`config.mk`:
```
export PLATFORM = sky130hd
export DESIGN_NAME = stream_demux_1to2
export DESIGN_NICKNAME = d
export VERILOG_FILES = /design/src/rtl/stream_demux_1to2.sv
export SDC_FILE = /design/constraint.sdc
export NUM_CORES = 1
export LEC_CHECK = 0
export ABC_AREA = 1
export CAP_MARGIN = 5
export CORE_UTILIZATION = 56
export CTS_BUF_LIST = sky130_fd_sc_hd__clkbuf_8
export DETAILED_ROUTE_END_ITERATION = 10
export DONT_BUFFER_PORTS = 1
export HOLD_SLACK_MARGIN = 0.02
export PLACE_DENSITY = 0.81
export SLEW_MARGIN = 40
export SYNTH_ARGS = -nofsm -noshare
export SYNTH_HDL_FRONTEND = slang
export SYNTH_SLANG_ARGS = --single-unit
```
`constraint.sdc`:
```
create_clock -name clk -period 1.3 [get_ports clk]
set_input_delay 0.195 -clock clk [delete_from_list [all_inputs] [get_ports clk]]
set_output_delay 0.195 -clock clk [all_outputs]
set_load 0.005 [all_outputs]
```
`src/rtl/stream_demux_1to2.sv`:
```
// stream_demux_1to2: 1:2 valid/ready stream demultiplexer with per-output
// beat counters. Each beat is steered to output 0 or 1 by sel. Each output
// has its own one-entry register stage, so a stalled output only blocks
// beats that are routed to it.
//
// Optional feature (compile-time macro DEMUX_PKT_LOCK_EN): packet lock. The
// first beat of a multi-beat packet latches sel. The rest of the packet, up
// to and including the din_last beat, follows that latched value. When the
// macro is undefined, every beat is routed by its own sel.
//
// Ports:
//   clk, reset_n              clock, asynchronous active-low reset
//   din, din_last             input beat payload and end-of-packet flag
//   din_valid, din_ready      input handshake
//   sel                       output select (0 or 1), sampled with the beat
//   dout_k, dout_k_last       registered output payload, k = 0, 1
//   dout_k_valid, dout_k_ready output handshake, k = 0, 1
//   cnt_0, cnt_1              wrap-around count of beats accepted per output
module stream_demux_1to2 #(
  parameter int unsigned WIDTH = 8,
  parameter int unsigned CNT_W = 16
) (
  input  logic             clk,
  input  logic             reset_n,
  input  logic [WIDTH-1:0] din,
  input  logic             din_last,
  input  logic             din_valid,
  output logic             din_ready,
  input  logic             sel,
  output logic [WIDTH-1:0] dout_0,
  output logic             dout_0_last,
  output logic             dout_0_valid,
  input  logic             dout_0_ready,
  output logic [WIDTH-1:0] dout_1,
  output logic             dout_1_last,
  output logic             dout_1_valid,
  input  logic             dout_1_ready,
  output logic [CNT_W-1:0] cnt_0,
  output logic [CNT_W-1:0] cnt_1
);

  logic eff_sel;
  logic accept;
  logic load_0, load_1;

  logic [WIDTH-1:0] data_0_q, data_1_q;
  logic             last_0_q, last_1_q;
  logic             valid_0_q, valid_0_d;
  logic             valid_1_q, valid_1_d;
  logic [CNT_W-1:0] cnt_0_q, cnt_1_q;

`ifdef DEMUX_PKT_LOCK_EN
  typedef enum logic [0:0] {StIdle, StLocked} state_e;

  state_e state_q, state_d;
  logic   lock_sel_q, lock_sel_d;

  assign eff_sel = (state_q == StLocked) ? lock_sel_q : sel;

  always_comb begin
    state_d    = state_q;
    lock_sel_d = lock_sel_q;
    unique case (state_q)
      StIdle: begin
        // A single-beat packet (din_last on the first beat) never locks.
        if (accept && !din_last) begin
          state_d    = StLocked;
          lock_sel_d = sel;
        end
      end
      StLocked: begin
        if (accept && din_last) begin
          state_d = StIdle;
        end
      end
      default: state_d = StIdle;
    endcase
  end

  always_ff @(posedge clk or negedge reset_n) begin
    if (!reset_n) begin
      state_q    <= StIdle;
      lock_sel_q <= 1'b0;
    end else begin
      state_q    <= state_d;
      lock_sel_q <= lock_sel_d;
    end
  end
`else
  assign eff_sel = sel;
`endif

  // Readiness looks only at the selected stage, never at din_valid.
  assign din_ready = eff_sel ? (!valid_1_q || dout_1_ready) : (!valid_0_q || dout_0_ready);
  assign accept    = din_valid && din_ready;
  assign load_0    = accept && !eff_sel;
  assign load_1    = accept && eff_sel;

  // A load wins over a drain, so drain+load in one cycle keeps valid high.
  always_comb begin
    valid_0_d = load_0 || (valid_0_q && !dout_0_ready);
    valid_1_d = load_1 || (valid_1_q && !dout_1_ready);
  end

  always_ff @(posedge clk or negedge reset_n) begin
    if (!reset_n) begin
      data_0_q  <= '0;
      data_1_q  <= '0;
      last_0_q  <= 1'b0;
      last_1_q  <= 1'b0;
      valid_0_q <= 1'b0;
      valid_1_q <= 1'b0;
      cnt_0_q   <= '0;
      cnt_1_q   <= '0;
    end else begin
      valid_0_q <= valid_0_d;
      valid_1_q <= valid_1_d;
      if (load_0) begin
        data_0_q <= din;
        last_0_q <= din_last;
        cnt_0_q  <= cnt_0_q + CNT_W'(1);
      end
      if (load_1) begin
        data_1_q <= din;
        last_1_q <= din_last;
        cnt_1_q  <= cnt_1_q + CNT_W'(1);
      end
    end
  end

  assign dout_0       = data_0_q;
  assign dout_0_last  = last_0_q;
  assign dout_0_valid = valid_0_q;
  assign dout_1       = data_1_q;
  assign dout_1_last  = last_1_q;
  assign dout_1_valid = valid_1_q;
  assign cnt_0        = cnt_0_q;
  assign cnt_1        = cnt_1_q;

endmodule

```
======== Word-level counts from Yosys, hierarchy flattened ========
Index checks and enable logic that the tools add are counted.
cells by class
  add/subtract/negate cells ............... 2
  reduce and logical (&&, ||, !) cells .... 14
  muxes and demuxes ....................... 1
operator list
  operator                                                          count
  16-bit by 1-bit adder with 16-bit output (second input constant)  2
  1-bit logical AND                                                 5
  1-bit zero test                                                   5
  1-bit logical OR                                                  4
  1-bit two-way mux                                                 1
storage, ports and cells
  bits in registers ....................... 52
  output and inout port bits .............. 53
  input bits .............................. 15
  word-level logic and storage cells ...... 25

======== Depth between registers and ports, before layout ========
Gate-level depths: netlist of the first run.
  depth after elaboration ................. 6
  gate-level depth with buffers ........... 8
  depth with buffers taken out ............ 8

======== Worst setup path after synthesis of the first run ========
OpenSTA, ideal clock, no wires.
  path kind ............................... register -> register
  start point ............................. register cnt_0_q[1] (netlist: cnt_0[1])
  end point ............................... register cnt_0_q[12] (netlist: cnt_0[12])
  data arrival time ....................... 1.092 ns
  stages on the path, launching flop included .. 7
  buffers on the path ..................... 0
  setup time .............................. 0.117 ns
  period minus slack after synthesis ...... 1.209 ns
  path slack .............................. 0.091 ns
  cells stage by stage .................... dfrtp_1 > ha_1 > nand3_1 > nor3_2 > nand3_1 > nand2_1 > nand2_1
on the way
  word-level cells in the longest chain between the ends .. 1
RTL lines
  element                                   line  RTL
  start: declaration                        50    logic [CNT_W-1:0] cnt_0_q, cnt_1_q;
  start signal: assignment                  121   cnt_0_q <= cnt_0_q + CNT_W'(1);
  16-bit by 1-bit adder with 16-bit output  121
No other way between the ends.
A chain may end at the register's enable or synchronous reset.

======== Worst setup path after layout of the first run ========
  start point ............................. register cnt_0_q[1] (netlist: cnt_0[1])
  end point ............................... register cnt_0_q[13] (netlist: cnt_0[13])
The elaborated chain is that of the path after synthesis.

==> results of run 1 <==
cell usage in the layout (no fill, tap or decap), types with 5 or more instances in the layout:
master	count
nand2_1	86
dfrtp_1	45
inv_1	27
nor2_1	22
buf_4	16
nand2_2	12
nor2_2	11
xor2_1	11
nor2_4	10
o21ai_0	10
nand3_1	9
nand4_1	9
nand3b_1	9
o21ai_1	8
inv_2	7
dfrtp_2	7
o21bai_1	5
clkbuf_8	5
cells in the mapped netlist:
master | instances | area [um2]
nand3_1 | 11 | 55.1
xnor2_1 | 1 | 8.76
a21oi_1 | 2 | 10.0
o21bai_1 | 5 | 37.5
inv_1 | 29 | 109
nand2_4 | 1 | 11.3
dfrtp_1 | 52 | 1300
inv_2 | 6 | 22.5
buf_2 | 1 | 5.00
o21ai_0 | 10 | 50.1
nor2_4 | 5 | 56.3
clkbuf_1 | 1 | 3.75
xor2_1 | 11 | 96.3
buf_6 | 2 | 22.5
nor2_2 | 12 | 75.1
nand3b_1 | 9 | 67.6
nand2_2 | 9 | 56.3
buf_4 | 4 | 30.0
nor3_2 | 1 | 10.0
nor2_1 | 26 | 97.6
ha_1 | 2 | 25.0
nand2_1 | 91 | 342
nand4_1 | 9 | 56.3
o21ai_1 | 8 | 40.0
nand3_2 | 3 | 30.0
area by class of cell:
cell class                 instances  area, um2
tap                               52       65.1
inverter                          35        133
clock buffer                       5       68.8
multi-input combinational        216       1240
fill                             335       1330
timing repair buffer              21        184
clock inverter                     3       90.1
sequential                        52       1310
worst paths after layout:
| check | from | endpoint | slack, ps | cells past startpoint |
|---|---|---|---|---|
| max | cnt_0[1] | cnt_0[13] | 10 | 6 |
| min | reset_n | cnt_1[5] | -430 | 0 |
| max reg2reg | cnt_0[1] | cnt_0[13] | 10 | 6 |
| min reg2reg | dout_1[0] | dout_1[0] | 520 | 2 |
| max in group asynchronous | reset_n | cnt_0[2] | 1620 | 0 |
| min in group clk | din[7] | dout_0[7] | 30 | 2 |
state kept, by name, indices dropped and copies added, names as in the netlist:
name,cells
dout_1,8
dout_0_valid,1
dout_1_last,1
dout_1_valid,1
dout_0,8
cnt_1,16
cnt_0,16
dout_0_last,1
worst register-to-register path: cells and delay by family (launching register included):
kind / cells / cell delay, ps
AO/OA/AOI/OAI: 1 / 210
buffers and inverters: 1 / 150
flip-flops: 1 / 420
AND/OR/NAND/NOR: 4 / 400
kinds of logic after synthesis:
| kind of cell | share of synthesized area [%] |
|---|---|
| and+or+nand+nor | 32.7 |
| DFF | 49.7 |
| buffers and inverters | 7.36 |
| AOI/OAI and AO/OA | 5.26 |
| xor gates and xnor gates | 4.01 |
| adders and majority gates | 0.955 |
per-layer routing:
layer	up-vias	track usage (%)
met4	0	7.78
met5	-	0
met1	1022	29.7
li1	1011	-
met2	63	37.7
met3	13	9.52
power by group through the flow:
stage	Sequential [mW]	Clock [mW]	Combinational [mW]
finish	2.37	1.50	1.18
global route	2.41	1.59	1.31
CTS	2.29	1.53	0.862
detailed placement	2.31	0	0.855
global placement	2.30	0	0.819
floorplan	2.25	0	0.603
what timing repair did:
action,CTS,global route
endpoints found under the hold margin,52,53
endpoints found under the setup margin,0,17
resized for setup,0,38
buffers inserted,0,6
per-stage QoR:
step           setup WS (ps)  power (mW)  area, um2  setup TNS (ps)
2_1_floorplan           91.2        2.86       2620               0
3_3_place_gp            82.3        3.12       2740               0
3_5_place_dp            22.8        3.17       2740               0
4_1_cts                 2.77        4.68       2900               0
5_1_grt                -82.8        5.31       3090            -405
6_report                11.0        5.05       3090               0
==> flow_summary.toml, run 1 <==
[outcome]
status = "finished, violations left"
violations = "negative hold slack"

[worst_setup_path]
arrival_ps = 1480
max_stage_delay_ps = 420
worst-setup-path-type = "reg2reg"
slowest_stage = "dfrtp_1"
path_max_fanout = 4
cp_num_buf_inv = 1
cp-start-kind = "flop"
cp_cell_sequence = "buf_6 > nand3_4 > nor2_2 > nand3_1 > o21bai_1 > nand2_1"
crit_family = "flip-flops"
end_kind = "flop"
crit_required_ps = 1490

[synthesis]
yosysWarnings = 0
synth_cell_type_count = 25
ys_seq_elements = 52
synth_cells = 311
synth_area_um2 = 2620
syn_avg_cell_area_um2 = 8.42
synth_nets = 328
synth_seq_area_share_pct = 49.7

[placed_design]
portBuffers = 0
place_hpwl_um = 3850
dp_cells = 369
gp_congestion = 0.823

[sta]
min_period_ps = 1290
hold_viol = 52
worst_pin_slew_ps = 259
whs_ps = -433
timing.final.max_slew_violations = 0
finClkSkew_ps = 5.41
setup_viol = 0
fin_crit_sh_pct = 99.2
rsz0062_at_grt = "yes"
max_freq_mhz = 776
relSlewSlack_pct = 82.7

[global_routing]
track_usage_pct = 23.8
grt_pass1_wl_um = 9230
grt_pass1_vias = 2007
grt_start_max_net_pins = 53
antenna_found_initial = 0
grt_overflow = 0

[final_layout]
final_core_util_pct = 70.0
drive_gt1_share_pct = 26.2
area_growth_syn_to_layout_pct = 18.0
stdcell_count = 384
antenna_cells = 0
fin_nets = 348

[power_and_ir_drop]
switchingPower_mw = 1.61
internal_power_mw = 3.44
p_clk_share_pct = 29.7
p_leak_nw = 1.44
vdd_drop_max_uv = 1230
netSwitchingFraction_pct = 31.9
power_frac_seq_pct = 46.8
combPwrFrac_pct = 23.5
powerDensity_nw_per_um2 = 1630

[drt]
wl_met3_um = 383
ant_nets = 0
post_drt_via_cell_ratio = 5.49
drt-met1-wl_um = 2430
drc = 0
first_pass_iters = 4
wire_per_inst_um = 14.8
drtIter0Drc = 145
wl_met2_um = 2760
wirelength_um = 5690
top_layer = "met4"
vias = 2109

[cts]
cts_sinks = 52
htree_num_levels = 2
cts_tree = "done"
cts_buffer_depth = 2
clock_latency_ps = 310
cts-root-buf = "clkbuf_8"
cts-buffers-inserted = 5
path_clk_slew_ps = 100

[die]
dieWidth_um = 70.4
dieHeight_um = 70.4
num_rows = 24
design.core.area_um2 = 4410
die-area_um2 = 4950
start_util_pct = 59.3
ios = 68

[worst_hold_path]
hold_path.class = "in2async"

[job]
cap_violations = 0
No activity file was read; power rests on OpenSTA's default activity.
==> run 2, diff against run 1 <==
--- a/config.mk
+++ b/config.mk
@@ -8,7 +8,6 @@
 export ABC_AREA = 1
 export CAP_MARGIN = 5
 export CORE_UTILIZATION = 56
-export CTS_BUF_LIST = sky130_fd_sc_hd__clkbuf_8
 export DETAILED_ROUTE_END_ITERATION = 10
 export DONT_BUFFER_PORTS = 1
 export HOLD_SLACK_MARGIN = 0.02
==> results of run 2 <==
Final layout, timing and power as in run 1 (identical DEF).
